===== src/rtl/fetch_pkg.sv =====
// Shared types and constants for the instruction-fetch stage.
package fetch_pkg;

  localparam int XLEN_DEF = 64;
  localparam int ILEN_DEF = 32;

  localparam logic [31:0] INSTR_NOP    = 32'h0000_0013; // addi x0, x0, 0
  localparam logic [31:0] INSTR_EBREAK = 32'h0010_0073;

  typedef enum logic [1:0] {
    IDLE = 2'd0,
    RUN  = 2'd1,
    HALT = 2'd2
  } fetch_state_t;

endpackage


===== src/rtl/if_id_reg.sv =====
// IF/ID pipeline register with a valid/ready handshake toward decode.
// Priority: flush > capture > drain-on-transfer > hold.
module if_id_reg
  import fetch_pkg::*;
#(
  parameter int XLEN = XLEN_DEF,
  parameter int ILEN = ILEN_DEF
) (
  input  logic            clk,
  input  logic            rst_n,
  input  logic            capture,
  input  logic [XLEN-1:0] cap_pc,
  input  logic [ILEN-1:0] cap_instr,
  input  logic            flush,
  input  logic            drain,
  input  logic            ready,
  output logic            valid,
  output logic [XLEN-1:0] pc,
  output logic [ILEN-1:0] instr
);

  // Valid tracks flush/capture/transfer; payload changes only on capture.
  always_ff @(posedge clk) begin
    if (!rst_n) begin
      valid <= 1'b0;
      pc    <= '0;
      instr <= ILEN'(INSTR_NOP);
    end else if (flush) begin
      valid <= 1'b0;
    end else if (capture) begin
      valid <= 1'b1;
      pc    <= cap_pc;
      instr <= cap_instr;
    end else if (drain && valid && ready) begin
      valid <= 1'b0;
    end
  end

endmodule


===== src/rtl/fetch_unit.sv =====
// Instruction-fetch stage: PC register, fetch FSM, redirect/stall/halt
// handling, and the IF/ID output register toward decode.
module fetch_unit
  import fetch_pkg::*;
#(
  parameter int              XLEN     = XLEN_DEF,
  parameter int              ILEN     = ILEN_DEF,
  parameter logic [XLEN-1:0] RESET_PC = '0
) (
  input  logic            clk,
  input  logic            rst_n,
  output logic [XLEN-1:0] imem_addr,
  input  logic [ILEN-1:0] imem_instr,
  input  logic            redirect_valid,
  input  logic [XLEN-1:0] redirect_pc,
  output logic            out_valid,
  input  logic            out_ready,
  output logic [XLEN-1:0] out_pc,
  output logic [ILEN-1:0] out_instr,
  output logic            halted,
  output logic            misaligned
);

  fetch_state_t    state, state_nxt;
  logic [XLEN-1:0] pc, pc_nxt;
  logic            capture, flush, drain, set_halt, set_mis;
  logic            advance;

  assign imem_addr = pc;
  // The IF/ID slot can take a new instruction when empty or being drained.
  assign advance   = !out_valid || out_ready;

  // State, PC and sticky status registers.
  always_ff @(posedge clk) begin
    if (!rst_n) begin
      state      <= IDLE;
      pc         <= RESET_PC;
      halted     <= 1'b0;
      misaligned <= 1'b0;
    end else begin
      state <= state_nxt;
      pc    <= pc_nxt;
      if (set_halt) halted     <= 1'b1;
      if (set_mis)  misaligned <= 1'b1;
    end
  end

  // Next-state and control: redirect beats advance beats hold.
  always_comb begin
    state_nxt = state;
    pc_nxt    = pc;
    capture   = 1'b0;
    flush     = 1'b0;
    drain     = 1'b0;
    set_halt  = 1'b0;
    set_mis   = 1'b0;
    unique case (state)
      IDLE: state_nxt = RUN;
      RUN: begin
        if (redirect_valid) begin
          flush = 1'b1;
          if (redirect_pc[1:0] == 2'b00) begin
            pc_nxt = redirect_pc;
          end else begin
            // Bad target: keep PC so the faulting context is observable.
            set_mis   = 1'b1;
            state_nxt = HALT;
          end
        end else if (advance) begin
          capture = 1'b1;
          if (imem_instr == ILEN'(INSTR_EBREAK)) begin
            // PC parks on the EBREAK itself.
            set_halt  = 1'b1;
            state_nxt = HALT;
          end else begin
            pc_nxt = pc + XLEN'(4);
          end
        end
      end
      HALT: drain = 1'b1; // let decode take whatever is still held
      default: state_nxt = IDLE;
    endcase
  end

  if_id_reg #(
    .XLEN (XLEN),
    .ILEN (ILEN)
  ) u_if_id (
    .clk       (clk),
    .rst_n     (rst_n),
    .capture   (capture),
    .cap_pc    (pc),
    .cap_instr (imem_instr),
    .flush     (flush),
    .drain     (drain),
    .ready     (out_ready),
    .valid     (out_valid),
    .pc        (out_pc),
    .instr     (out_instr)
  );

endmodule


===== config.mk =====
export PLATFORM = sky130hd
export DESIGN_NAME = fetch_unit
export DESIGN_NICKNAME = d
export VERILOG_FILES = /design/src/rtl/fetch_pkg.sv /design/src/rtl/if_id_reg.sv /design/src/rtl/fetch_unit.sv
export SDC_FILE = /design/constraint.sdc
export NUM_CORES = 1
export LEC_CHECK = 0
export BUFFER_PORTS_ARGS = -buffer_cell sky130_fd_sc_hd__clkbuf_2
export CORE_MARGIN = 2
export CORE_UTILIZATION = 40
export DETAILED_ROUTE_END_ITERATION = 8
export PLACE_DENSITY_LB_ADDON = 0.3
export SKIP_LAST_GASP = 1
export SLEW_MARGIN = 0
export SYNTH_ARGS = -nofsm -noshare
export SYNTH_HDL_FRONTEND = slang
export SYNTH_SLANG_ARGS = --single-unit

===== constraint.sdc =====
create_clock -name clk -period 5.65 [get_ports clk]
set_input_delay 0.565 -clock clk [delete_from_list [all_inputs] [get_ports clk]]
set_output_delay 0.565 -clock clk [all_outputs]
set_load 0.02 [all_outputs]

==> metrics.cfg <==
[power_and_ir_drop]
p_leak_uw = 0.00380
powerDensity_mw_per_mm2 = 300
total_power_uw = 2990
worst_ir_drop_vdd_mv = 0.230

[synthesis]
syn_inst = 1068
synth_warnings = 0
ys_types = 61
synthSimpleGateAreaFrac_pct = 30.4
ys_ff_latch = 165
async_flop_share_pct = 0
synth_xor_area_share_pct = 0.111
synth_compound_gate_area_share_pct = 22.7
synth_edf_count = 0
avgSynthCellArea_um2 = 7.40
synth_top_family_by_area = simple AND/OR/NAND/NOR gates
syn_area_mm2 = 0.00790
syn_nets = 1169
synth_mux_area_share_pct = 0.507
synthFlopType = dfxtp_1
yosysSeqAreaShare_pct = 41.8
synthAdderAreaFrac_pct = 0.158

[global_routing]
grt_pass1_vias = 7668
grtUsageTotal_pct = 24.3
grt_max_degree = 98
grt_pass1_wl_um = 40200
antenna_found_initial = 0
grt_overflow = 0

[worst_setup_path]
critPathTopFamily = simple AND/OR/NAND/NOR gates
worstPathRequired_ns = 5.97
rr_worst_depth = 5
critPathLaunch = redirect_valid
arrival_ns = 4.08
path_cells = buf_4 > inv_2 > nand3b_1 > nand2b_4 > o21a_2 > nor2_1 > a32o_1
cp-end-kind = register
reg2reg_to = imem_addr[48]
crit_path_start_kind = input pin
max_stage_delay_ns = 0.88
r2r-start = state[1]
critPathBufInv = 2
slowest_stage = o21a_2
worstSetupPathType = input pin to register
critPathMaxFanout = 77
regToRegSetupSlack_ns = 2.76

[clock_tree]
cts_hold_buf = 0
cts_tree = done
path_clk_slew_ns = 0.07
cts_buffer_depth = 2
cts_resized = 0
cts_buffers = 17
postCtsSetupRepairBufs = 0
clkSinkCount = 165
root_buffer = clkbuf_16
clk_latency_ns = 0.43
cts_max_level = 4

[drt]
ant_nets = 0
vias = 8642
viasPerCell = 5.55
dr.pass1.iters = 5
drc = 0
routedWlPerCell_um = 16.8
drt-initial-drc-count = 898
wirelength_um = 26200

[placement]
place.gp.congestion = 0.917
portBuffers = 262
place_area_mm2 = 0.00931
dp.cells = 1526
hpwl_um = 18100

[timing]
timing.slew.headroom_pct = 31.4
report.final.setup_viol = 0
tightest_slew_ns = 1.03
fin_worst_skew_ns = 0.0120
slew_violations = 0
fin_setup_tns_ns = 0
max_freq_mhz = 266
rsz0062_at_grt = no
post-route-min-period_ns = 3.76
finalHoldViolCount = 0
post-route-period-util_pct = 66.5

[min_path]
min_to = u_if_id.instr[1]
hold_class = input pin to register
min_path_cells = 3
hp-start = imem_instr[1]

[final_layout]
design_area_mm2 = 0.00995
multi_input_area_mm2 = 0.00429
register_area_mm2 = 0.00330
syn_to_final_growth_pct = 25.9
nFillCells = 2011
finalNetCount = 1381
n_antenna_cell = 0
drive_gt1_share_pct = 25.4
post_layout_nonfiller_instances = 1558

[floorplanning]
fp.dieH_um = 145
floorplan.initialDensity_pct = 40.7
dieArea_mm2 = 0.0209
chipWidth_um = 145
placementRows = 51
core_region_area_mm2 = 0.0194
ioPinCount = 263

[run]
drv_cap = 0

[run_status]
outcome = finished, final reports clean

[area by class of cell]
| cell class | count | area share, % |
|---|---|---|
| Inverter | 5 | 0.214 |
| Timing Repair Buffer | 269 | 13.7 |
| Sequential cell | 165 | 33.2 |
| Clock inverter | 14 | 2.00 |
| Multi-Input combinational cell | 822 | 43.1 |
| Clock buffer | 18 | 4.42 |
| Tap cell | 265 | 3.33 |
[metal layers]
layer,vias to the layer above,GRT usage (%),part of all wire (%)
met5,-,0,0
met2,319,39.5,48
met1,4053,32.0,43
met4,0,7.41,1.7
li1,4234,-,-
met3,36,5.66,7.3
[cell families (layout without fill, tap and decap cells)]
logic type / after synthesis / count (layout)
muxes: 4 / 4
and+or+nand+nor: 524 / 524
buffers and inverters: 81 / 306
xor gates and xnor gates: 1 / 1
AOI/OAI and AO/OA: 292 / 292
adders and majority gates: 1 / 1
DFF: 165 / 165
[worst reg2reg max path: stages, from the launching register on]
cell and delay (ns):
dfxtp_1 0.40, nand3b_1 0.22, nand2b_4 0.51, o21a_2 0.89
nor2_1 0.45, a32o_1 0.33
[sequential cells by signal (all words and copies together) (netlist names)]
name,cells
imem_addr,64
u_if_id.instr,32
u_if_id.valid,1
misaligned,1
state,2
halted,1
u_if_id.pc,64
[cell usage after synthesis (all sizes together), types with 4 or more instances]
cell / number / area share (%)
a31o: 8 / 0.89
buf: 19 / 1.3
a32o: 14 / 1.8
nand4b: 4 / 0.44
and2: 5 / 0.40
a31oi: 7 / 0.55
o21a: 7 / 0.68
nand4: 26 / 2.1
clkbuf: 57 / 2.7
o211ai: 4 / 0.38
or3: 7 / 0.55
dfxtp: 165 / 42
nor4: 26 / 2.5
nor3: 24 / 1.6
o41ai: 10 / 1.1
or4: 7 / 0.71
a21oi: 148 / 9.4
or2: 4 / 0.32
nand2: 297 / 14
mux2i: 4 / 0.51
o32ai: 7 / 0.78
nand3: 32 / 2.1
and3: 11 / 0.87
o31ai: 16 / 1.5
o21ai: 44 / 2.8
inv: 4 / 0.19
nor2: 67 / 3.2
a22o: 10 / 1.1
[how the worst max path moves through the flow]
| stage | end | slack [ns] | depth (start not counted) |
|---|---|---|---|
| 2_1_floorplan | imem_addr[57] | 3.36 | 6 |
| 3_3_place_gp | imem_addr[38] | 1.53 | 7 |
| 3_5_place_dp | imem_addr[48] | 1.48 | 7 |
| 4_1_cts | imem_addr[48] | 1.94 | 7 |
| 5_1_grt | imem_addr[44] | 1.64 | 7 |
| 6_report | imem_addr[48] | 1.89 | 7 |
[through the flow]
stage | worst slack (ns) | utilization, % | hold WS [ns]
finish | 1.89 | 51.3 | 0.357
global placement | 1.53 | 48.0 | 0.441
CTS | 1.94 | 51.3 | 0.349
detailed placement | 1.48 | 48.0 | 0.445
floorplan | 3.36 | - | 0.457
global route | 1.64 | 51.3 | 0.357
[cells in the final DEF, fill, tap and decap left out, drive strengths merged, types with 8 or more instances in the layout]
cell type  instances
nand4             26
a31o               8
inv                9
and3              11
o31ai             16
nor3              24
nand2            297
a22o              10
dfxtp            165
a21oi            148
nor4              26
a32o              14
o41ai             10
nand3             32
o21ai             44
buf                8
nor2              67
clkbuf           279
[where the power goes]
part           leakage, uW  internal, uW  total [uW]  switching [uW]
logic              0.00216           136         432             296
clock network     0.000312           758        1270             509
registers          0.00134          1220        1290            69.8
total              0.00380          2110        2990             875
No activity file was read; power rests on OpenSTA's default activity.
